[src/rtl/krets_pkg.sv]
// krets_pkg: shared types and helpers for the krets operation sequencer.
//   op_t      - operation codes as seen on in_op
//   state_t   - sequencer states
//   KRETS_W   - datapath width of the downstream invert/increment unit
//   op_to_en  - maps an operation onto the unit's {EN2, EN1} controls
package krets_pkg;

    localparam int KRETS_W = 4;

    typedef enum logic [1:0] {
        OP_PASS = 2'b00,
        OP_INC  = 2'b01,
        OP_INV  = 2'b10,
        OP_NEG  = 2'b11
    } op_t;

    typedef enum logic [1:0] {
        ST_IDLE = 2'b00,
        ST_EXEC = 2'b01,
        ST_RESP = 2'b10
    } state_t;

    // Returns {en2 (carry-in), en1 (invert)}.
    function automatic logic [1:0] op_to_en(op_t op);
        logic [1:0] en;
        case (op)
            OP_PASS: en = 2'b00;
            OP_INC:  en = 2'b10;
            OP_INV:  en = 2'b01;
            default: en = 2'b11;  // OP_NEG
        endcase
        return en;
    endfunction

endpackage

[src/rtl/krets_op_seq.sv]
// krets_op_seq: sequencing stage in front of the 4-bit invert/increment unit.
// Accepts one request (in_*), drives the unit from registers (u_en2/u_en1/u_di),
// captures the unit result one cycle later (u_do/u_co) with zero/overflow flags
// and an accumulator, then presents it on out_* until out_ready.
//   clk, rst                      clock, async active-high reset
//   in_valid/in_ready             request handshake
//   in_op, in_src_acc, in_data    operation, operand select, operand
//   acc_clr                       accumulator clear, honoured in IDLE only
//   u_en2, u_en1, u_di            registered drive to the unit
//   u_do, u_co                    combinational result from the unit
//   out_valid/out_ready           result handshake
//   out_data, out_co, out_zero, out_ovf, acc   captured result and accumulator
module krets_op_seq
    import krets_pkg::*;
#(
    parameter int WIDTH = KRETS_W
) (
    input  logic             clk,
    input  logic             rst,
    input  logic             in_valid,
    output logic             in_ready,
    input  logic [1:0]       in_op,
    input  logic             in_src_acc,
    input  logic [WIDTH-1:0] in_data,
    input  logic             acc_clr,
    output logic             u_en2,
    output logic             u_en1,
    output logic [WIDTH-1:0] u_di,
    input  logic [WIDTH-1:0] u_do,
    input  logic             u_co,
    output logic             out_valid,
    input  logic             out_ready,
    output logic [WIDTH-1:0] out_data,
    output logic             out_co,
    output logic             out_zero,
    output logic             out_ovf,
    output logic [WIDTH-1:0] acc
);

    // Operands whose INC / NEG overflows in two's complement.
    localparam logic [WIDTH-1:0] MAX_POS = {1'b0, {(WIDTH-1){1'b1}}};
    localparam logic [WIDTH-1:0] MIN_NEG = {1'b1, {(WIDTH-1){1'b0}}};

    state_t           state_q, state_d;
    logic             en2_q, en2_d, en1_q, en1_d;
    logic [WIDTH-1:0] di_q, di_d;
    op_t              op_q, op_d;
    logic [WIDTH-1:0] opnd_q, opnd_d;
    logic [WIDTH-1:0] data_q, data_d;
    logic             co_q, co_d, zero_q, zero_d, ovf_q, ovf_d;
    logic [WIDTH-1:0] acc_q, acc_d;

    logic             in_fire;
    logic [WIDTH-1:0] acc_eff;
    logic [WIDTH-1:0] opnd_sel;

    assign in_ready  = (state_q == ST_IDLE);
    assign out_valid = (state_q == ST_RESP);
    assign in_fire   = in_valid && in_ready;

    // A clear in the same cycle as a request takes effect before operand select.
    assign acc_eff  = acc_clr ? '0 : acc_q;
    assign opnd_sel = in_src_acc ? acc_eff : in_data;

    always_comb begin
        state_d = state_q;
        en2_d   = en2_q;
        en1_d   = en1_q;
        di_d    = di_q;
        op_d    = op_q;
        opnd_d  = opnd_q;
        data_d  = data_q;
        co_d    = co_q;
        zero_d  = zero_q;
        ovf_d   = ovf_q;
        acc_d   = acc_q;
        case (state_q)
            ST_IDLE: begin
                acc_d = acc_eff;
                if (in_fire) begin
                    {en2_d, en1_d} = op_to_en(op_t'(in_op));
                    di_d    = opnd_sel;
                    op_d    = op_t'(in_op);
                    opnd_d  = opnd_sel;
                    state_d = ST_EXEC;
                end
            end
            ST_EXEC: begin
                data_d  = u_do;
                co_d    = u_co;
                zero_d  = (u_do == '0);
                ovf_d   = ((op_q == OP_INC) && (opnd_q == MAX_POS)) ||
                          ((op_q == OP_NEG) && (opnd_q == MIN_NEG));
                acc_d   = u_do;
                state_d = ST_RESP;
            end
            ST_RESP: begin
                if (out_ready) begin
                    en2_d   = 1'b0;
                    en1_d   = 1'b0;
                    di_d    = '0;
                    state_d = ST_IDLE;
                end
            end
            default: state_d = ST_IDLE;
        endcase
    end

    always_ff @(posedge clk or posedge rst) begin
        if (rst) begin
            state_q <= ST_IDLE;
            en2_q   <= 1'b0;
            en1_q   <= 1'b0;
            di_q    <= '0;
            op_q    <= OP_PASS;
            opnd_q  <= '0;
            data_q  <= '0;
            co_q    <= 1'b0;
            zero_q  <= 1'b0;
            ovf_q   <= 1'b0;
            acc_q   <= '0;
        end else begin
            state_q <= state_d;
            en2_q   <= en2_d;
            en1_q   <= en1_d;
            di_q    <= di_d;
            op_q    <= op_d;
            opnd_q  <= opnd_d;
            data_q  <= data_d;
            co_q    <= co_d;
            zero_q  <= zero_d;
            ovf_q   <= ovf_d;
            acc_q   <= acc_d;
        end
    end

    assign u_en2    = en2_q;
    assign u_en1    = en1_q;
    assign u_di     = di_q;
    assign out_data = data_q;
    assign out_co   = co_q;
    assign out_zero = zero_q;
    assign out_ovf  = ovf_q;
    assign acc      = acc_q;

endmodule

[config.mk]
export PLATFORM = sky130hd
export DESIGN_NAME = krets_op_seq
export DESIGN_NICKNAME = d
export VERILOG_FILES = /design/src/rtl/krets_pkg.sv /design/src/rtl/krets_op_seq.sv
export SDC_FILE = /design/constraint.sdc
export NUM_CORES = 1
export LEC_CHECK = 0
export ABC_CLOCK_PERIOD_IN_PS = 1100
export BUFFER_PORTS_ARGS = -buffer_cell sky130_fd_sc_hd__buf_2
export CORE_UTILIZATION = 25
export DETAILED_ROUTE_END_ITERATION = 7
export PLACE_DENSITY = 0.56
export SYNTH_ARGS = -nofsm -noshare
export SYNTH_HDL_FRONTEND = slang
export SYNTH_SLANG_ARGS = --single-unit
[constraint.sdc]
create_clock -name clk -period 1.1 [get_ports clk]
set_input_delay 0.055 -clock clk [delete_from_list [all_inputs] [get_ports clk]]
set_output_delay 0.055 -clock clk [all_outputs]
set_load 0.05 [all_outputs]
---- Yosys cells after proc, flatten, opt, wreduce, memory -nomap -nowiden ----
Index checks and enable logic that the tools add are counted.
word-level totals
  register bits after elaboration ......... 25
  input bits .............................. 17
  word-level logic and storage cells ...... 48
operators by class
  equality and inequality tests ........... 10
  muxes and demuxes ....................... 15
  reduce and logical (&&, ||, !) cells .... 12
operator list
  kind                                                             number
  4-bit 2-to-1 mux                                                 4
  4-bit case mux with 2 select lines                               2
  2-bit case mux with 3 select lines                               2
  2-bit by 1-bit == test with 1-bit output, second input constant  3
  2-bit == test, second input constant                             3
  4-bit by 3-bit == test with 1-bit output, second input constant  1
  4-bit == test, second input constant                             1
  2-bit zero test                                                  2
  4-bit zero test                                                  1
  2-bit 2-to-1 mux                                                 2
  2-bit by 1-bit != test with 1-bit output, second input constant  2
  1-bit case mux with 2 select lines                               2
  2-bit AND reduction                                              2
  2-bit nonzero test                                               2
  1-bit logical AND                                                3
  1-bit 2-to-1 mux                                                 3
  3-bit AND reduction                                              1
  1-bit logical OR                                                 1

---- Logic depth before layout (Yosys ltp) ----
Gate-level depths: netlist of run 1.
  depth in word-level cells ............... 4
  mapped depth ............................ 4
  depth with buffers taken out ............ 3

---- Worst setup path after synthesis of run 1 ----
Ideal clock, no wire load.
  path type ............................... register to output
  from .................................... register state_q[1]
  to ...................................... output port out_valid
  arrival ................................. 1.307 ns
  required time ........................... 1.045 ns
  setup slack ............................. -0.262 ns
  cell stages (with the launch flop) ...... 3
  buffers on the path ..................... 1
  cell sequence ........................... dfrtp_1 buf_2 nor2b_1
on the way
  cells in the longest elaborated chain, start to end .. 1
ends and longest elaborated chain
  item                    line                 RTL
  start, declared         krets_op_seq.sv:44   state_t state_q, state_d;
  start signal, assigned  krets_op_seq.sv:123  state_q <= state_d;
  2-bit == test           krets_op_seq.sv:58   assign out_valid = (state_q == ST_RESP);
  end, declared           krets_op_seq.sv:31   output logic out_valid,
No other way between the ends.

---- Worst setup path after layout of run 1 ----
  from .................................... register state_q[0]
  to ...................................... register op_q[0]
on the way
  cells in the longest elaborated chain, start to end .. 3
ends and longest elaborated chain
  item                                      line                                    RTL
  2-bit zero test (*)                       krets_op_seq.sv:57, krets_op_seq.sv:77
  1-bit logical AND                         krets_op_seq.sv:59                      assign in_fire = in_valid && in_ready;
  2-bit AND reduction (no source line) (*)  --
  end signal, assigned                      krets_op_seq.sv:127                     op_q <= op_d;
  end, declared                             krets_op_seq.sv:47                      op_t op_q, op_d;
Mark *: on every way between the ends. The rest lies on a longest branch, timed or not.
A chain may end at the register's enable or synchronous reset.

==> flow_metrics.py, run 1 <==
metrics = {
    "setup_path": {
        "critPathRequiredTime_ps": 1260,
        "crit_path_end_kind": "flop",
        "reg2reg_to": "op_q[0]$_DFFE_PP0P_",
        "arrival_ps": 1370,
        "critical_path_class": "reg2reg",
        "r2r_setup_slack_ps": -100,
        "worstRegToRegCells": 2,
        "start_kind": "flop",
        "critPathMaxFanout": 3,
        "r2r-start": "state_q[0]$_DFFE_PP0P_",
    },
    "sta": {
        "fmax_mhz": 831,
        "rsz0062_at_grt": "yes",
        "finalSetupViolations": 14,
        "final_hold_viol_count": 0,
        "setup_slack_ps": -104,
        "tightest_slew_ps": 318,
        "min_period_ps": 1200,
        "final.period_utilization": 1.09,
        "finalClockSkew_ps": 4.32,
        "fin_tns_setup_ps": -847,
        "final_max_slew_viol_count": 0,
        "slew_headroom": 0.782,
    },
    "synth": {
        "synth_compound_area_frac": 0.137,
        "syn_area_per_cell_um2": 9.99,
        "synth_seq_cells": 25,
        "synthMuxAreaShare": 0.0374,
        "synth_xor_area_frac": 0,
        "synth-seq-area-share": 0.549,
        "synth_warnings": 0,
        "synth_nets": 131,
        "synth_top_family_by_area": "simple AND/OR/NAND/NOR gates",
        "synth_simple_gate_area_frac": 0.223,
        "syn_area_um2": 1140,
        "post_synth_num_cell_types": 26,
        "netlist_instances": 114,
        "synth-adder-area-share": 0,
    },
    "grt": {
        "grt_pass1_wl_mm": 4.67,
        "grtUsageMet1": 0.147,
        "grt_max_degree": 26,
        "grt_use_total": 0.121,
        "grt_pass1_vias": 1014,
        "grt_use_met2": 0.210,
        "antenna_found_initial": 0,
        "overflow": 0,
        "use_met3": 0.0334,
        "top_usage_layer": "met2",
    },
    "die": {
        "initial_utilization": 0.261,
        "die_h_um": 69.5,
        "die_w_um": 69.5,
        "coreArea_um2": 4350,
        "io_pins": 36,
        "die_area_um2": 4830,
        "placementRows": 24,
    },
    "power_and_ir_drop": {
        "leakage_uw": 0.000809,
        "p_comb_frac": 0.559,
        "power_density_nw_per_um2": 3200,
        "p_sw_frac": 0.495,
        "clkPwrFrac": 0.112,
        "p_switching_uw": 2530,
        "seqPwrFrac": 0.329,
        "peakVddDrop_uv": 1160,
        "p_int_uw": 2580,
    },
    "layout": {
        "final_cell_mix": "34 x buf_2, 26 x nand2_1, 20 x dfrtp_1, 11 x o21ai_0, 8 x inv_1",
        "seq_area_um2": 632,
        "final_common_cell": "buf_2",
        "nFillCells": 453,
        "layout.cells.non_filler": 215,
        "nNetsFinal": 181,
        "syn_to_final_growth_pct": 40.2,
        "drive_gt1_frac": 0.454,
        "multi_input_area_um2": 503,
        "utilization": 0.367,
        "n_antenna_cell": 0,
    },
    "routing": {
        "num_vias": 973,
        "drtIter0Drc": 28,
        "drt_wl_total_mm": 2.88,
        "drt_pass1_iterations": 4,
        "ant_nets": 0,
        "via_per_inst": 4.53,
        "post_drt_wl_per_cell_um": 13.4,
        "drcViolationCount": 0,
    },
    "run": {
        "maxCapViolCount": 0,
    },
    "hold_path": {
        "holdCritStartpoint": "u_do[3]",
        "worstHoldEndpoint": "acc[3]$_DFFE_PP0P_",
        "hold_class": "in2reg",
        "hold_depth": 3,
    },
    "outcome": {
        "outcome": "complete, but fails checks",
        "violations": "setup timing",
    },
    "clocking": {
        "htreeDepth": 1,
        "cts_tree": "built",
        "clock_latency_ps": 270,
        "cts.path.max_buffers": 2,
        "cts_buffers": 3,
        "root_buffer": "clkbuf_8",
        "clock_sinks": 25,
        "path_clk_slew_ps": 100,
    },
    "place": {
        "post-dp-hpwl_mm": 2.10,
        "io_buffers": 35,
        "placedCellCount": 203,
        "place.gp.congestion": 0.773,
    },
}
final cells by class:
| cell class | count | area share |
|---|---|---|
| inverters | 9 | 0.0212 |
| multi-input cells | 76 | 0.315 |
| flip-flops and latches | 25 | 0.396 |
| repair buffers | 49 | 0.197 |
| clock inverters | 1 | 0.00470 |
| clock buffers | 3 | 0.0259 |
| well taps | 52 | 0.0408 |
flip-flops by register name, summed over array words and instances, names as in the netlist, 2 cells and up:
signal    cells
acc           4
op_q          2
opnd_q        4
out_data      4
state_q       2
u_di          4
what timing repair did:
item | CTS | global route
pin swaps | 0 | 2
setup buffers | 4 | 1
cloned | 1 | 0
resized for setup | 13 | 12
setup endpoints to repair | 26 | 27
hold buffers | 2 | 0
hold endpoints to repair | 26 | 0
critical path, cell delays in order, from the launching register on:
cell     delay [ps]
dfrtp_1         450
nor3b_4         280
mux2_2          360
power groups by stage:
stage	sequential [µW]	combinational, µW	clock (µW)
2_1_floorplan	2550	932	0
3_3_place_gp	1650	2450	0
3_5_place_dp	1670	2480	0
4_1_cts	1660	2710	585
5_1_grt	1730	3040	615
6_report	1680	2860	573
worst max-delay path by stage:
stage	cells after the start	slack (ps)	start	end
detailed placement	4	-100	state_q[0]$_DFFE_PP0P_	u_di[1]$_DFFE_PP0P_
floorplan	2	-30	state_q[0]$_DFFE_PP0P_	op_q[0]$_DFFE_PP0P_
global route	4	-140	state_q[0]$_DFFE_PP0P_	u_di[2]$_DFFE_PP0P_
finish	2	-100	state_q[0]$_DFFE_PP0P_	op_q[0]$_DFFE_PP0P_
global placement	4	-50	state_q[1]$_DFFE_PP0P_	out_zero$_DFFE_PP0P_
CTS	3	-110	state_q[1]$_DFFE_PP0P_	out_valid
synthesized netlist by cell type:
master	instances	area, µm²
and2b_1	2	15.0
mux2i_1	2	20.0
and3b_1	3	26.3
o21ai_1	2	10.0
o21ai_2	3	26.3
o21ai_0	12	60.1
inv_1	8	30.0
nor4b_1	1	8.76
a21oi_1	2	10.0
nor2_1	3	11.3
a21oi_2	1	8.76
o311ai_0	3	26.3
dfrtp_1	25	626
inv_2	1	3.75
and4b_1	1	10.0
nor2b_2	1	8.76
nor2b_1	7	43.8
or4_1	1	7.51
nor3b_4	1	18.8
o21bai_1	1	7.51
buf_2	3	15.0
mux2_2	2	22.5
nand2_1	26	97.6
o31ai_1	1	7.51
buf_6	1	11.3
nand2b_1	1	6.26
per-layer routing:
layer / vias to the layer above / routed length, µm / part of all wire
met1: 467 / 1290 / 0.45
li1: 476 / - / -
met2: 28 / 1440 / 0.50
met3: 2 / 135 / 0.047
met4: 0 / 21 / 0.0073
met5: - / 0 / 0
through the flow:
stage | hold WS (ps) | power, µW | cell area (µm²) | worst slack, ps
6_report | 15.0 | 5110 | 1600 | -104
5_1_grt | 31.7 | 5390 | 1600 | -140
3_5_place_dp | 129 | 4150 | 1410 | -103
4_1_cts | 8.54 | 4960 | 1540 | -112
3_3_place_gp | 117 | 4100 | 1410 | -49.5
2_1_floorplan | 82.0 | 3490 | 1150 | -25.3
cell families after synthesis:
logic type             Yosys count
DFF                             25
AOI/OAI and AO/OA               25
and+or+nand+nor                 47
buffers and inverters           13
muxes                            4
Power figures use the tool's default switching activity.
==> run 2: changes to the inputs <==
MAX_ROUTING_LAYER = met4   (was unset)
==> run 2 against run 1 <==
  * Register-to-register slack about the same
  * Clock power is essentially flat
  * Via count up 0.10%
  * Sequential power about the same
  * Hold slack about the same
  * First-iteration DRC count grew 29%
  * Critical endpoint is now op_q[1]$_DFFE_PP0P_
  * The flow still finishes with violations (setup timing)
  * Combinational power about the same
  * Clock skew shrank 2.3 ps
  * Routed wire length up 0.31%
==> flow_metrics.py, run 2 (synthesis gave the netlist of run 1 again) <==
metrics = {
    "layout": {
        "n_antenna_cell": 0,
        "final_cell_mix": "34 x buf_2, 26 x nand2_1, 20 x dfrtp_1, 11 x o21ai_0, 8 x inv_1",
        "layout.cells.non_filler": 215,
        "nNetsFinal": 181,
        "drive_gt1_frac": 0.454,
        "syn_to_final_growth_pct": 40.2,
        "final_common_cell": "buf_2",
    },
    "outcome": {
        "outcome": "complete, but fails checks",
        "violations": "setup timing",
    },
    "clocking": {
        "path_clk_slew_ps": 90,
        "clock_latency_ps": 270,
        "htreeDepth": 1,
        "cts_tree": "built",
        "root_buffer": "clkbuf_8",
        "cts_buffers": 3,
        "clock_sinks": 25,
        "cts.path.max_buffers": 2,
    },
    "grt": {
        "grt_use_total": 0.125,
        "antenna_found_initial": 0,
        "grt_pass1_vias": 1011,
        "grt_max_degree": 26,
        "grt_pass1_wl_mm": 4.69,
        "overflow": 0,
    },
    "sta": {
        "rsz0062_at_grt": "yes",
        "min_period_ps": 1210,
        "tightest_slew_ps": 318,
        "final.period_utilization": 1.10,
        "fmax_mhz": 829,
        "slew_headroom": 0.782,
        "finalClockSkew_ps": 2.04,
        "setup_slack_ps": -106,
        "final_max_slew_viol_count": 0,
        "final_hold_viol_count": 0,
        "finalSetupViolations": 14,
    },
    "power_and_ir_drop": {
        "leakage_uw": 0.000809,
        "power_uw": 5110,
        "peakVddDrop_uv": 1160,
        "power_density_nw_per_um2": 3200,
    },
    "place": {
        "place.gp.congestion": 0.783,
        "post-dp-hpwl_mm": 2.10,
        "placedCellCount": 203,
        "io_buffers": 35,
    },
    "routing": {
        "drt_wl_total_mm": 2.89,
        "post_drt_wl_per_cell_um": 13.4,
        "drcViolationCount": 0,
        "via_per_inst": 4.53,
        "ant_nets": 0,
        "drt_pass1_iterations": 4,
        "num_vias": 974,
        "drtIter0Drc": 36,
    },
    "setup_path": {
        "critPathMaxFanout": 3,
        "critical_path_class": "reg2reg",
        "crit_path_end_kind": "flop",
        "arrival_ps": 1370,
        "start_kind": "flop",
        "critPathRequiredTime_ps": 1270,
    },
    "die": {
        "die_w_um": 69.5,
        "coreArea_um2": 4350,
        "placementRows": 24,
        "initial_utilization": 0.261,
        "io_pins": 36,
        "die_h_um": 69.5,
        "die_area_um2": 4830,
    },
    "run": {
        "maxCapViolCount": 0,
    },
    "hold_path": {
        "hold_class": "in2reg",
    },
}
-- run 2: cell counts in the layout (fill, tap and decap cells not counted) --
No cell type changed its count.
-- run 2: routing by layer --
metal	wire [µm]	global-route usage	vias to the layer above
met5	0	-	-
met4	19	0.0317	0
met3	105	0.0305	2
met2	1470	0.210	24
met1	1290	0.149	472
li1	-	-	476
-- run 2: metrics by stage --
step	setup WS, ps	TNS, ps	utilization	hold slack, ps	area [µm²]
after detailed placement	-103	-955	0.323	129	1410
after floorplan	-25.3	-75.4	-	82.0	1150
final	-106	-881	0.367	14.9	1600
after global routing	-142	-2050	0.367	30.2	1600
after CTS	-112	-1580	0.354	8.54	1540
after global placement	-49.5	-325	0.323	117	1410
-- run 2: final cells by class --
cell class | count | area (µm²)
Clock buffer | 3 | 41.3
Sequential cell | 25 | 632
Clock inverter | 1 | 7.51
Timing Repair Buffer | 49 | 314
Fill cell | 453 | 2760
Multi-Input combinational cell | 76 | 503
Tap cell | 52 | 65.1
Inverter | 9 | 33.8
-- run 2: where the power goes --
group | internal [µW] | total [µW] | switching [µW] | leakage, µW
Combinational | 977 | 2860 | 1880 | 0.000476
Sequential | 1350 | 1680 | 331 | 0.000311
Clock | 257 | 573 | 316 | 0.0000217
-- run 2: worst paths after layout --
check                                               end  cells after the start                    start  slack (ps)
worst max-delay path                op_q[1]$_DFFE_PP0P_                      2   state_q[0]$_DFFE_PP0P_        -110
worst min-delay path                 acc[3]$_DFFE_PP0P_                      3                  u_do[3]          10
worst max register to register      op_q[1]$_DFFE_PP0P_                      2   state_q[0]$_DFFE_PP0P_        -110
worst min register to register  out_data[1]$_DFFE_PP0P_                      2  out_data[1]$_DFFE_PP0P_         500
max in group asynchronous            acc[1]$_DFFE_PP0P_                      4                      rst         460
min in group asynchronous          out_zero$_DFFE_PP0P_                      4                      rst         380
-- run 2: critical path: stages, from the launching register on --
cell and delay, ps:
dfrtp_1 450, nor3b_4 280, mux2_2 360
-- run 2: repair_timing --
item | 4_1_cts | 5_1_grt
endpoints found under the setup margin | 26 | 27
pin swaps | 0 | 2
cloned | 1 | 0
buffers inserted | 4 | 1
resized for setup | 13 | 12
hold buffers | 2 | 0
hold endpoints to repair | 26 | 0
==> run 3: changes to the inputs <==
CELL_PAD_IN_SITES_DETAIL_PLACEMENT = 0   (was unset)
CELL_PAD_IN_SITES_GLOBAL_PLACEMENT = 1   (was unset)
CTS_CLUSTER_DIAMETER = 30   (was unset)
PLACE_DENSITY = 0.7   (was 0.56)
==> run 3 against run 2 <==
  * Final cell count fell by 0.93%
  * Clock power fell by 5.1%
  * Hold slack barely moved
  * Design area rose by 0.63%
  * Die area did not move
  * First-iteration DRC count fell by 58%
  * Count of clock-buffer cells in the layout did not move
  * Power fell by 1.1%
  * Largest cell class unchanged
  * The flow still finishes with violations (setup timing)
  * Largest power group unchanged
  * Combinational power barely moved
  * Routed wire length fell by 9.5%
==> flow_metrics.py, run 3 (synthesis gave the netlist of run 1 again) <==
metrics = {
    "place": {
        "io_buffers": 35,
        "place.gp.congestion": 0.756,
        "post-dp-hpwl_mm": 2.07,
        "placed_area_um2": 1410,
        "placedCellCount": 203,
    },
    "clocking": {
        "path_clk_slew_ps": 90,
        "cts_buffers": 3,
        "htreeDepth": 1,
        "root_buffer": "clkbuf_8",
        "cts_tree": "built",
        "clock_latency_ps": 270,
        "cts.path.max_buffers": 2,
        "clock_sinks": 25,
    },
    "routing": {
        "drt_pass1_iterations": 2,
        "post_drt_wl_per_cell_um": 12.3,
        "drt_wl_total_mm": 2.62,
        "num_vias": 964,
        "via_per_inst": 4.53,
        "drtIter0Drc": 15,
        "drcViolationCount": 0,
        "ant_nets": 0,
    },
    "layout": {
        "utilization": 0.369,
        "final_cell_mix": "33 x buf_2, 23 x nand2_1, 19 x dfrtp_1, 9 x o21ai_0, 8 x inv_1",
        "multi_input_area_um2": 524,
        "drive_gt1_frac": 0.466,
        "layout.cells.non_filler": 213,
        "fin_area_um2": 1610,
        "seq_area_um2": 633,
        "final_common_cell": "buf_2",
        "syn_to_final_growth_pct": 41.1,
        "n_antenna_cell": 0,
        "nNetsFinal": 179,
        "nFillCells": 434,
    },
    "die": {
        "coreArea_um2": 4350,
        "io_pins": 36,
        "initial_utilization": 0.261,
        "die_h_um": 69.5,
        "placementRows": 24,
        "die_area_um2": 4830,
        "die_w_um": 69.5,
    },
    "sta": {
        "final_hold_viol_count": 0,
        "min_period_ps": 1200,
        "setup_slack_ps": -95.1,
        "tightest_slew_ps": 354,
        "final.period_utilization": 1.09,
        "rsz0062_at_grt": "yes",
        "final_max_slew_viol_count": 0,
        "fmax_mhz": 837,
        "finalSetupViolations": 15,
        "finalClockSkew_ps": 5.74,
        "slew_headroom": 0.757,
    },
    "grt": {
        "grt_use_total": 0.116,
        "grt_use_met2": 0.183,
        "grt_pass1_wl_mm": 4.26,
        "grtUsageMet1": 0.146,
        "antenna_found_initial": 0,
        "use_met3": 0.0291,
        "grt_pass1_vias": 947,
        "top_usage_layer": "met2",
        "grt_max_degree": 26,
        "overflow": 0,
    },
    "power_and_ir_drop": {
        "seqPwrFrac": 0.328,
        "power_uw": 5060,
        "p_sw_frac": 0.490,
        "power_density_nw_per_um2": 3150,
        "peakVddDrop_uv": 1470,
        "leakage_uw": 0.000806,
        "p_comb_frac": 0.565,
        "clkPwrFrac": 0.108,
        "p_int_uw": 2580,
        "p_switching_uw": 2480,
    },
    "hold_path": {
        "hold_depth": 3,
        "hold_class": "in2reg",
    },
    "setup_path": {
        "worstRegToRegCells": 2,
        "critPathRequiredTime_ps": 1250,
        "critPathMaxFanout": 3,
        "arrival_ps": 1350,
        "r2r_setup_slack_ps": -100,
        "critical_path_class": "reg2reg",
        "start_kind": "flop",
        "crit_path_end_kind": "flop",
    },
    "run": {
        "maxCapViolCount": 0,
    },
    "outcome": {
        "violations": "setup timing",
        "outcome": "complete, but fails checks",
    },
}
-- run 3: critical path, stage by stage, from the launching register on --
cell,delay (ps)
dfrtp_2,450
nor3b_4,260
mux2_2,370
-- run 3: repair_timing --
| action | CTS | global route |
|---|---|---|
| endpoints found under the hold margin | 26 | 0 |
| hold buffers | 2 | 0 |
| buffers inserted | 2 | 2 |
| resized for setup | 19 | 13 |
| pin swaps | 1 | 3 |
| cloned | 0 | 0 |
| endpoints found under the setup margin | 25 | 21 |
-- run 3: path summary, 6_finish.rpt --
path / startpoint / end
worst min-delay path: u_do[3] / out_data[3]$_DFFE_PP0P_
max in group asynchronous: rst / state_q[1]$_DFFE_PP0P_
worst max-delay path: state_q[0]$_DFFE_PP0P_ / op_q[0]$_DFFE_PP0P_
worst min register to register: out_co$_DFFE_PP0P_ / out_co$_DFFE_PP0P_
worst max register to register: state_q[0]$_DFFE_PP0P_ / op_q[0]$_DFFE_PP0P_
min in group asynchronous: rst / acc[2]$_DFFE_PP0P_
-- run 3: metal layers --
metal | share of wire | up-vias
li1 | - | 471
met1 | 0.46 | 467
met2 | 0.49 | 22
met3 | 0.045 | 4
met4 | 0.0084 | 0
met5 | 0 | -
-- run 3: metrics by stage --
step / hold slack [ps] / setup TNS [ps] / setup slack, ps
2_1_floorplan: 82.0 / -75.4 / -25.3
3_3_place_gp: 121 / -453 / -63.6
3_5_place_dp: 127 / -968 / -87.3
4_1_cts: 23.7 / -592 / -97.3
5_1_grt: 18.0 / -1500 / -122
6_report: 14.9 / -560 / -95.1
-- run 3: area by class of cell --
class / instances / share of cell area
Clock buffer: 3 / 0.0257
Clock inverter: 1 / 0.00467
Inverter: 9 / 0.0210
Multi-Input combinational cell: 76 / 0.326
Sequential cell: 25 / 0.394
Tap cell: 52 / 0.0405
Timing Repair Buffer: 47 / 0.188
-- run 3: power groups by stage --
| stage | Combinational (µW) | Sequential (µW) | Clock, µW |
|---|---|---|---|
| 6_report | 2850 | 1660 | 544 |
| 5_1_grt | 3040 | 1720 | 604 |
| 4_1_cts | 2730 | 1650 | 561 |
| 3_5_place_dp | 2480 | 1660 | 0 |
| 3_3_place_gp | 2460 | 1640 | 0 |
| 2_1_floorplan | 932 | 2550 | 0 |
